### src/rtl/counter_pkg.sv
// Shared constants and helpers for the modulo-counter family.
package counter_pkg;
  localparam logic DIR_UP = 1'b1;
  localparam logic DIR_DN = 1'b0;

  function automatic int clog2(input int v);
    int r;
    r = 0;
    while ((1 << r) < v) r++;
    return r;
  endfunction

  // Prescaler counter width; at least one bit so the register is always legal.
  function automatic int pcnt_w(input int p);
    return (clog2(p) < 1) ? 1 : clog2(p);
  endfunction
endpackage

### src/rtl/count_prescaler.sv
// Divides the count enable by PRESCALE; step is combinational so tc can chain same-cycle.
module count_prescaler
  import counter_pkg::*;
#(
  parameter int PRESCALE = 1
) (
  input  logic clk,
  input  logic reset,
  input  logic en,
  input  logic restart,
  output logic step
);

  if (PRESCALE == 1) begin : g_bypass
    logic w_unused;
    assign w_unused = &{1'b0, clk, reset, restart};
    assign step     = en;
  end else begin : g_div
    localparam int PW = pcnt_w(PRESCALE);
    localparam logic [PW-1:0] LAST = PW'(PRESCALE - 1);
    logic [PW-1:0] r_pcnt;

    assign step = en & (r_pcnt == LAST);

    always_ff @(posedge clk) begin
      if (reset || restart) r_pcnt <= '0;
      else if (en)          r_pcnt <= step ? '0 : r_pcnt + PW'(1);
    end
  end

endmodule

### src/rtl/param_mod_counter.sv
// Up/down modulo counter with prescaled enable, clamped load, wrap/saturate and cascade outputs.
module param_mod_counter
  import counter_pkg::*;
#(
  parameter int WIDTH     = 4,
  parameter int MOD_MAX   = 2**WIDTH - 1,
  parameter int PRESCALE  = 1,
  parameter bit SATURATE  = 1'b0,
  parameter int RESET_VAL = 0
) (
  input  logic             clk,
  input  logic             reset,
  input  logic             en,
  input  logic             up,
  input  logic             clr,
  input  logic             load,
  input  logic [WIDTH-1:0] load_val,
  output logic [WIDTH-1:0] q,
  output logic             tc,
  output logic             wrap,
  output logic             at_bound
);

  localparam logic [WIDTH-1:0] MAXV = WIDTH'(MOD_MAX);
  localparam logic [WIDTH-1:0] RSTV = WIDTH'(RESET_VAL);

  logic [WIDTH-1:0] r_q, w_q_nxt, w_ld_val;
  logic             r_wrap, r_at_bound;
  logic             w_step, w_wrap_nxt, w_oor;

  count_prescaler #(.PRESCALE(PRESCALE)) u_ps (
    .clk     (clk),
    .reset   (reset),
    .en      (en),
    .restart (clr | load),
    .step    (w_step)
  );

  // With a full-range modulus no value can exceed MOD_MAX, so the compares vanish.
  if (MOD_MAX == 2**WIDTH - 1) begin : g_full
    assign w_ld_val = load_val;
    assign w_oor    = 1'b0;
  end else begin : g_part
    assign w_ld_val = (load_val > MAXV) ? MAXV : load_val;
    assign w_oor    = (r_q > MAXV);
  end

  assign tc = w_step & ((up == DIR_UP) ? (r_q == MAXV) : (r_q == '0));

  always_comb begin
    w_q_nxt    = r_q;
    w_wrap_nxt = 1'b0;
    if (reset || clr) begin
      w_q_nxt = RSTV;
    end else if (load) begin
      w_q_nxt = w_ld_val;
    end else if (w_step) begin
      if (up == DIR_UP) begin
        if (r_q == MAXV || w_oor) begin
          w_q_nxt    = SATURATE ? MAXV : '0;
          w_wrap_nxt = ~SATURATE;
        end else begin
          w_q_nxt = r_q + WIDTH'(1);
        end
      end else begin
        if (r_q == '0) begin
          w_q_nxt    = SATURATE ? '0 : MAXV;
          w_wrap_nxt = ~SATURATE;
        end else if (w_oor) begin
          w_q_nxt = MAXV;
        end else begin
          w_q_nxt = r_q - WIDTH'(1);
        end
      end
    end
  end

  always_ff @(posedge clk) begin
    r_q        <= w_q_nxt;
    r_wrap     <= w_wrap_nxt;
    r_at_bound <= (up == DIR_DN) ? (w_q_nxt == '0) : (w_q_nxt == MAXV);
  end

  assign q        = r_q;
  assign wrap     = r_wrap;
  assign at_bound = r_at_bound;

endmodule

### config.mk
export PLATFORM = sky130hd
export DESIGN_NAME = param_mod_counter
export DESIGN_NICKNAME = d
export VERILOG_FILES = /design/src/rtl/counter_pkg.sv /design/src/rtl/count_prescaler.sv /design/src/rtl/param_mod_counter.sv
export SDC_FILE = /design/constraint.sdc
export NUM_CORES = 1
export LEC_CHECK = 0
export CORE_AREA = 2 2 39 41
export DETAILED_ROUTE_END_ITERATION = 8
export DIE_AREA = 0 0 41 43
export PLACE_DENSITY = 0.58
export REMOVE_ABC_BUFFERS = 1
export SKIP_CTS_REPAIR_TIMING = 1
export SYNTH_ARGS = -nofsm -noshare
export SYNTH_HDL_FRONTEND = slang
export SYNTH_SLANG_ARGS = --single-unit
### constraint.sdc
create_clock -name clk -period 4.1 [get_ports clk]
set_input_delay 0.615 -clock clk [delete_from_list [all_inputs] [get_ports clk]]
set_output_delay 0.615 -clock clk [all_outputs]
set_load 0.02 [all_outputs]
Yosys cells after proc, flatten, opt, wreduce, memory -nomap -nowiden
Cells that the tools add are included.

Reductions and logical operators: 4. Add/subtract/negate cells: 2. Multiplexer cells: 11. Eq/ne operators: 2. Bitwise gates (word level): 2.

Operators by type and width (number): $mux 4 (6); $eq 4x4->1 const B (2); $logic_not 4->1 (2); $mux 1 (5); $add 4x1->4 const B (1); $sub 4x1->4 const B (1); $reduce_or 3->1 (1); $and 1x1->1 (1); $logic_or 1x1->1 (1); $not 1->1 (1).

Input bits: 10. Logic and storage cells: 24. Register bits: 6.

Depth between registers and ports, before layout
Gate-level depths: netlist of the first run.

Depth in word-level cells: 8. Gate-level depth with buffers: 7.

Modules after synthesis
A second synthesis of the first run with hierarchy kept.

Cell total of the unflattened synthesis: 51. Area total of the unflattened synthesis: 431.7 µm².

Modules (own cells, without submodules): param_mod_counter (cells each 50, sequential area each 120.1 µm², area each 424.2 µm², times used 1); count_prescaler (cells each 1, sequential area each 0.0 µm², area each 7.5 µm², times used 1).

Worst setup path before layout of the first run
No wires, ideal clock.

Kind: input to output. Start point: in up. End point: out tc. Stages: 4. Slack: 2024 ps. Buffers on the path: 1. Data required time: 3485 ps. Arrival: 1461 ps. Cell sequence: buf_6 nor4b_1 a41oi_1 nor2b_1.

Word-level cells in the longest chain between the ends: 2.

RTL lines: start, declared (line param_mod_counter.sv:14) `input logic up,`; $mux 1 (line param_mod_counter.sv:48) `assign tc = w_step & ((up == DIR_UP) ? (r_q == MAXV) : (r_q == '0));`; $and 1x1->1 (line param_mod_counter.sv:48); end, declared (line param_mod_counter.sv:19) `output logic tc,`.

Every way passes these cells.

Final worst setup path of the first run
Ends and elaborated chain as after synthesis.

==> summary by stage, run 1 <==
Run status
The flow ran to the end, and the final reports show no timing, DRC or antenna violations.

Routing
The detail-routed via count per cell is 5.40. The first detailed-routing pass took 4 iterations. The amount of wire on met3 after detailed routing is 83 um.

After detailed routing, the met2 layer carries 454 um of wire. The total wire length after detailed routing is 1.00 mm. For this block, wires on met1 add up to 467 um. In the final routed layout, each cell accounts on average for 12.4 um. The residual DRC count is 0. The detail route stage leaves a number of antenna-violating nets equal to 0. The detailed router finished its first iteration with 7 violations. The via total after detailed routing is 437. The uppermost layer routed is met3.

Power and ir drop
The switching share of power is 0.271. The leakage power summed over all cells is 0.220 nW. Of the total power, registers draw 0.405.

The power density over the cells is 274 mW/mm2. The worst-case IR drop observed on VDD is 0.134 mV. The clock network power share is 0.320. The switching component of the power is 0.0442 mW. The share of total power dissipated in combinational logic is 0.275. The internal power is 0.119 mW.

Layout
At the end of the flow, the number of nets in the layout was 79. Summing all multi-input logic gate instances after layout gives 258 um2. In the final layout, the share of cells above drive strength 1 is 0.0923.

The area growth from synthesis to layout is 42.9%. The repair_antennas step left the layout with diodes totalling 0. The area of all sequential standard cells is 120 um2. The finished layout holds 81 standard cells, fillers aside. After filler insertion, the fill cell instance count of the layout stands at 148.

Yosys
Synthesis produced a netlist whose cell count is 49. After synthesis, the mean cell area works out to 8.50 um2. The number of register bits inferred by synthesis is 6. The synthesized design spends more area on one cell type than any other, namely sky130_fd_sc_hd__dfxtp_1. The most common flop cell mapped by yosys is sky130_fd_sc_hd__dfxtp_1. By count the netlist is led by sky130_fd_sc_hd__dfxtp_1, sky130_fd_sc_hd__inv_1, sky130_fd_sc_hd__nor2_1, sky130_fd_sc_hd__o21ai_0.

The sequential-to-total area share from yosys stat is 0.288. The share of synthesized registers carrying an async set or reset is 0. The most common cell in the synthesized netlist is sky130_fd_sc_hd__dfxtp_1. After synthesis, the netlist uses 25 different library cells. In this run the cell area of the synthesized design comes to 417 um2. Counting flops with a built-in enable in the synthesized netlist gives 0. For this run, the number of Yosys warnings is 0. By area the synthesized netlist is led by sky130_fd_sc_hd__dfxtp_1, sky130_fd_sc_hd__ha_1, sky130_fd_sc_hd__mux2i_1.

Of the post-synthesis cell area, the dominant cell type holds 0.288.

Global routing
The initial antenna violation count is 0. The largest net degree at the start of global routing is 11. The number of global-route vias before repair came to 392. Global routing finished with a remaining overflow of 0. The first global-routing pass estimated 1.54 mm of wire.

Across every metal layer, demand over resource in global routing totals 0.127.

STA
The minimum clock period is 3.15 ns. The final-report max-slew violation count was 0. The sum of negative setup slack is 0 ns. The highest clock frequency the design can meet is 318 MHz.

In this run the tightest slew margin relative to its limit is 0.728. The number of hold-slack violations in the final timing report is 0. Setup repair after global routing left no endpoint under its margin.

Setup violations remaining at the end of the flow were counted as 0. The slew of the pin with the lowest slew margin is 0.403 ns. The clock tree skew after final layout is 0.00103 ns. In the finished design, the share of the clock period the worst path needs comes to 0.767.

Critical path
The category of cells accounting for the largest share of critical-path delay is buffers and inverters. The critical path startpoint category is an input port. Data on the critical path arrives at its endpoint at 2.53 ns. Along the worst path, the maximum fanout reaches 10. STA classifies the critical path endpoint as an output pin. The cell with the largest stage delay on the worst path is sky130_fd_sc_hd__clkdlybuf4s50_1. Traced cell by cell, the critical path runs through clkdlybuf4s50_1 > nor4b_1 > a41oi_1 > nor2b_1 > clkdlybuf4s50_1. By instance count, the cell type seen most on the critical path is sky130_fd_sc_hd__clkdlybuf4s50_1.

For the worst setup path, the data required time is 3.48 ns. The worst setup path is of the input port to output pin kind. The worst stage delay on the critical path is 0.62 ns. The sum of buffers and inverters on the critical path is 2.

Floorplan
From left edge to right edge, the die measures 41 um. The number of cell rows is 14. The floorplan step set the die height to 43 um. The starting utilization of the core area is 0.301.

The total core area is 0.00138 mm2. The floorplan step defined a die boundary enclosing 0.00176 mm2. For this design the top-level I/O count stands at 17.

Clock network
At the later pin of the worst-skew pair, clock insertion delay measures 0.24 ns. The maximum count of clock buffers along a single path is 2. The clock-pin slew of the registers on the worst-case setup and hold paths is 0.04 ns. The number of clock buffers inserted by TritonCTS is 3. The tree is rooted in a sky130_fd_sc_hd__clkbuf_4. The sink count of the clock tree is 6.

TritonCTS built the clock tree. CTS built an H-tree with a depth of 1.

Placed design
The count of buffers added on input and output ports is 16. At the end of routability-driven placement, the weighted congestion stood at 0.788. The number of cells in the design after placement is 78. The HPWL reported at the end of detailed placement is 767 um.

Flow run
The number of max-cap violations is 0.

Hold path
The min-delay analysis places its worst path in the category flop to flop.
==> power by group through the flow <==
stage	registers, mW	logic, mW	clock network [mW]
after floorplan	0.0703	0.0189	0
after global placement	0.0670	0.0448	0
after detailed placement	0.0671	0.0451	0
after CTS	0.0660	0.0454	0.0546
after global routing	0.0665	0.0496	0.0574
final	0.0661	0.0450	0.0523
==> metal layers <==
metal | global-route usage | vias up
met2 | 0.188 | 26
met1 | 0.165 | 193
met5 | 0 | -
li1 | - | 218
met3 | 0.0314 | 0
met4 | 0.0600 | 0
==> cell type report <==
type                    count  share of cell area
inverters                   4              0.0252
clock buffers               3              0.0378
well taps                  16              0.0336
multi-input cells          36               0.433
flip-flops and latches      6               0.202
repair buffers             16               0.269
==> cell families (layout without fill, tap and decap cells) <==
family          Yosys count  count (layout)  share of synthesized area
simple gates             17              17                      0.231
compound gates           13              13                      0.222
buf+inv                   7              23                     0.0931
flops                     6               6                      0.288
mux                       3               3                     0.0841
fa+ha+maj                 2               2                     0.0601
xor+xnor                  1               1                     0.0210
==> cell usage in the layout, fill, tap and decap left out <==
cell type | netlist | final
sky130_fd_sc_hd__clkdlybuf4s50_1 | 0 | 16
sky130_fd_sc_hd__dfxtp_1 | 6 | 6
sky130_fd_sc_hd__inv_1 | 4 | 4
sky130_fd_sc_hd__nor2_1 | 4 | 4
sky130_fd_sc_hd__o21ai_0 | 4 | 4
sky130_fd_sc_hd__nor3_1 | 3 | 3
sky130_fd_sc_hd__a21oi_1 | 3 | 3
sky130_fd_sc_hd__clkbuf_4 | 0 | 3
sky130_fd_sc_hd__mux2i_1 | 2 | 2
sky130_fd_sc_hd__a41oi_1 | 2 | 2
sky130_fd_sc_hd__nor4b_1 | 2 | 2
sky130_fd_sc_hd__nand4_1 | 2 | 2
sky130_fd_sc_hd__nand2_1 | 2 | 2
sky130_fd_sc_hd__ha_1 | 2 | 2
sky130_fd_sc_hd__mux2_4 | 1 | 1
sky130_fd_sc_hd__a211oi_2 | 1 | 1
sky130_fd_sc_hd__and4_1 | 1 | 1
sky130_fd_sc_hd__xnor2_1 | 1 | 1
sky130_fd_sc_hd__a21o_1 | 1 | 1
sky130_fd_sc_hd__o221ai_1 | 1 | 1
sky130_fd_sc_hd__o221a_2 | 1 | 1
sky130_fd_sc_hd__or4_1 | 1 | 1
sky130_fd_sc_hd__nor2b_1 | 1 | 1
sky130_fd_sc_hd__and3_1 | 1 | 1
==> path summary, 6_finish.rpt <==
kind	to	depth (start not counted)	slack [ns]	from
hold / removal	q[1]	2	0.68	q[1]
setup / recovery	tc	5	0.95	up
setup reg to reg	at_bound	7	2.01	q[0]
hold reg to reg	q[1]	2	0.68	q[1]
==> worst register-to-register path: cells and delay by family (launching register included) <==
family / cells / cell delay, ns
AND/OR/NAND/NOR: 2 / 0.61
adder cells (fa/ha/maj): 1 / 0.23
multiplexers: 2 / 0.42
buffers and inverters: 1 / 0.08
AO/OA/AOI/OAI: 1 / 0.21
flip-flops: 1 / 0.47
==> sequential cells by signal, indices dropped and copies added, names as in the netlist <==
register and count:
at_bound 1, q 4, wrap 1
==> through the flow <==
step                      utilization  total power [mW]  hold slack, ns  cell area, um2  setup WS [ns]
after floorplan                     -            0.0892           0.694             393           2.06
after detailed placement        0.414             0.112           0.682             573          0.967
after CTS                       0.430             0.166           0.689             596          0.963
final                           0.430             0.163           0.681             596          0.954
after global routing            0.430             0.173           0.737             596          0.783
after global placement          0.414             0.112           0.686             573           1.02
(Power assumes the default switching activity.)
==> inputs of run 2 (changes only) <==
==> constraint.sdc (replaced) <==
create_clock -name clk -period 3.1 [get_ports clk]
set_input_delay 0.465 -clock clk [delete_from_list [all_inputs] [get_ports clk]]
set_output_delay 0.465 -clock clk [all_outputs]
set_load 0.02 [all_outputs]
==> run 2 against run 1 <==
Global-route usage rose by 0.18 points. Total power rose by 33%. Core utilization rose by 0.54 points. Critical path depth rose by 1. Critical path type is now flop to output pin.
==> summary by stage, run 2 (synthesis results as in run 1) <==
Critical path
The worst setup path is launched from a flop. The type of destination of the critical path is an output pin. The start of the worst register-to-register path is q[0]. The arrival time reported for the critical path endpoint is 2.14 ns. The category of the most critical setup path is flop to output pin. The data required time of the critical path is 2.63 ns. The maximum fanout encountered on the critical timing path is 8. The most critical setup path has its startpoint at q[0].

Routing
The routed wire length per instance is 11.8 um. Summed over all layers, the routed wires come to 969 um. After detailed routing, the number of vias per cell comes to 5.18. The detailed-routing iteration count for the pre-antenna-repair pass is 4.

For this run, design rule violations remaining after detail routing come to 0. Across all layers, the routed design uses 425 vias. Once detail routing completed, the nets flagged for antenna violations numbered 0. The first-iteration detailed-routing DRC count is 20.

Clock network
The clock passes through at most 2 buffers. TritonCTS built the clock tree. The number of clock buffers inserted by TritonCTS is 3. The clock net in this run drives a total of 6 sinks. After clock tree synthesis, the clock-pin slew on the worst setup and hold paths is 0.04 ns. The cell sitting at the root of the clock tree is a sky130_fd_sc_hd__clkbuf_4. The number of levels in the clock H-tree is 1. For the worst-skew pair, the clock arrives at the later sink with an insertion delay of 0.24 ns.

Global routing
The first-pass GRT wire length is 1.60 mm. The number of global-route vias before repair is 390. For this run, the total global-route usage over all layers was measured as 0.129. The initial antenna violation count was 0. The largest net degree at the start of global routing is 10. For this run the aggregate overflow at the end of global routing stands at 0.

Layout
The library cell used most frequently in the layout, excluding fill and tap cells, is sky130_fd_sc_hd__clkdlybuf4s50_1. The number of flip-flops in the largest register is 4. The core occupancy in the finished layout is 0.436. The final standard cell count with taps included and fillers excluded is 82.

The layout overhead on the synthesized area is 44.7%. In the final layout, the share of cells above drive strength 1 is 0.106. The final net count is 80.

The fill cell instance count of the final layout is 146. The top cell types in the final layout, fill and taps aside, are sky130_fd_sc_hd__clkdlybuf4s50_1, sky130_fd_sc_hd__dfxtp_1, sky130_fd_sc_hd__inv_1, sky130_fd_sc_hd__nor2_1, sky130_fd_sc_hd__o21ai_0. The count of antenna diodes in the layout is 0.

Placed design
The number of cells in the design after placement is 79. The HPWL reported at the end of detailed placement is 756 um. The number of input and output port buffers inserted is 16.

The congestion estimate from routability-driven global placement came to 0.756.

Hold path
The path class of the tightest hold or removal check is flop to flop. The worst hold path begins at q[1].

Power and ir drop
The overall power after layout is 0.217 mW. The leakage power summed over all cells is 0.224 nW. The largest voltage drop on the vdd net is 0.163 mV.

The power density over the cells is 360 mW/mm2.

STA
The slew of the pin with the lowest slew margin is 0.406 ns. Setup violations remaining at the end of the flow were counted as 0. The headroom to the max-slew limit is 0.726. Subtracting the final worst setup slack from the clock period gives 2.60 ns.

The final-report max-slew violation count is 0. Setup repair after global routing left no endpoint under its margin. Dividing the final minimum period by the clock period gives 0.840. The number of hold-slack violations in the final timing report is 0.

The highest clock frequency the design can meet is 384 MHz. Clock skew on the completed layout was measured at 0.00429 ns. The sum of negative setup slack is 0 ns.

Floorplan
The total area inside the core boundary comes to 0.00138 mm2. The floorplan die height is 43 um. After floorplanning, the core was divided into 14 placement rows. The horizontal die dimension is 41 um. The floorplan step defined a die boundary enclosing 0.00176 mm2. The top-level port count is 17. The initial utilization of the core area, before any placement, comes to 0.301.

Flow run
The number of max-cap violations is 0.

Run status
The run finished with clean final reports.
## run 2: worst paths after layout
kind                            slack, ns  endpoint  depth (start not counted)
worst max-delay path                 0.50        tc                          6
worst min-delay path                 0.67      q[1]                          2
worst max register to register       1.03  at_bound                          7
worst min register to register       0.67      q[1]                          2
## run 2: layout make-up
type / count / area [um2] / share of cell area
clock buffers: 3 / 22.5 / 0.0373
inverters: 4 / 15.0 / 0.0249
multi-input cells: 36 / 258 / 0.427
flip-flops and latches: 6 / 120 / 0.199
well taps: 16 / 20.0 / 0.0332
repair buffers: 17 / 168 / 0.278
## run 2: per-layer routing
layer	GRT usage	share of wire
met5	0	0
met4	0.0600	0
met3	0.0419	0.085
met2	0.169	0.44
met1	0.183	0.47
## run 2: metrics by stage
stage          area, um2  hold WS, ns  setup slack, ns
6_report             603        0.669            0.496
5_1_grt              603        0.718            0.399
4_1_cts              603        0.680            0.522
3_5_place_dp         581        0.675            0.534
3_3_place_gp         581        0.667            0.525
2_1_floorplan        393        0.621             1.06
## run 2: worst max-delay path, stage by stage (launching register included)
cell and delay [ns]:
sky130_fd_sc_hd__dfxtp_1 0.38, sky130_fd_sc_hd__inv_1 0.09, sky130_fd_sc_hd__ha_1 0.20, sky130_fd_sc_hd__nor4b_1 0.37, sky130_fd_sc_hd__a41oi_1 0.08, sky130_fd_sc_hd__nor2b_1 0.16, sky130_fd_sc_hd__clkdlybuf4s50_1 0.62
## run 2: power breakdown
group | total, mW | internal [mW] | switching, mW
combinational | 0.0602 | 0.0330 | 0.0272
sequential | 0.0873 | 0.0818 | 0.00553
clock | 0.0699 | 0.0437 | 0.0263
total | 0.217 | 0.158 | 0.0590
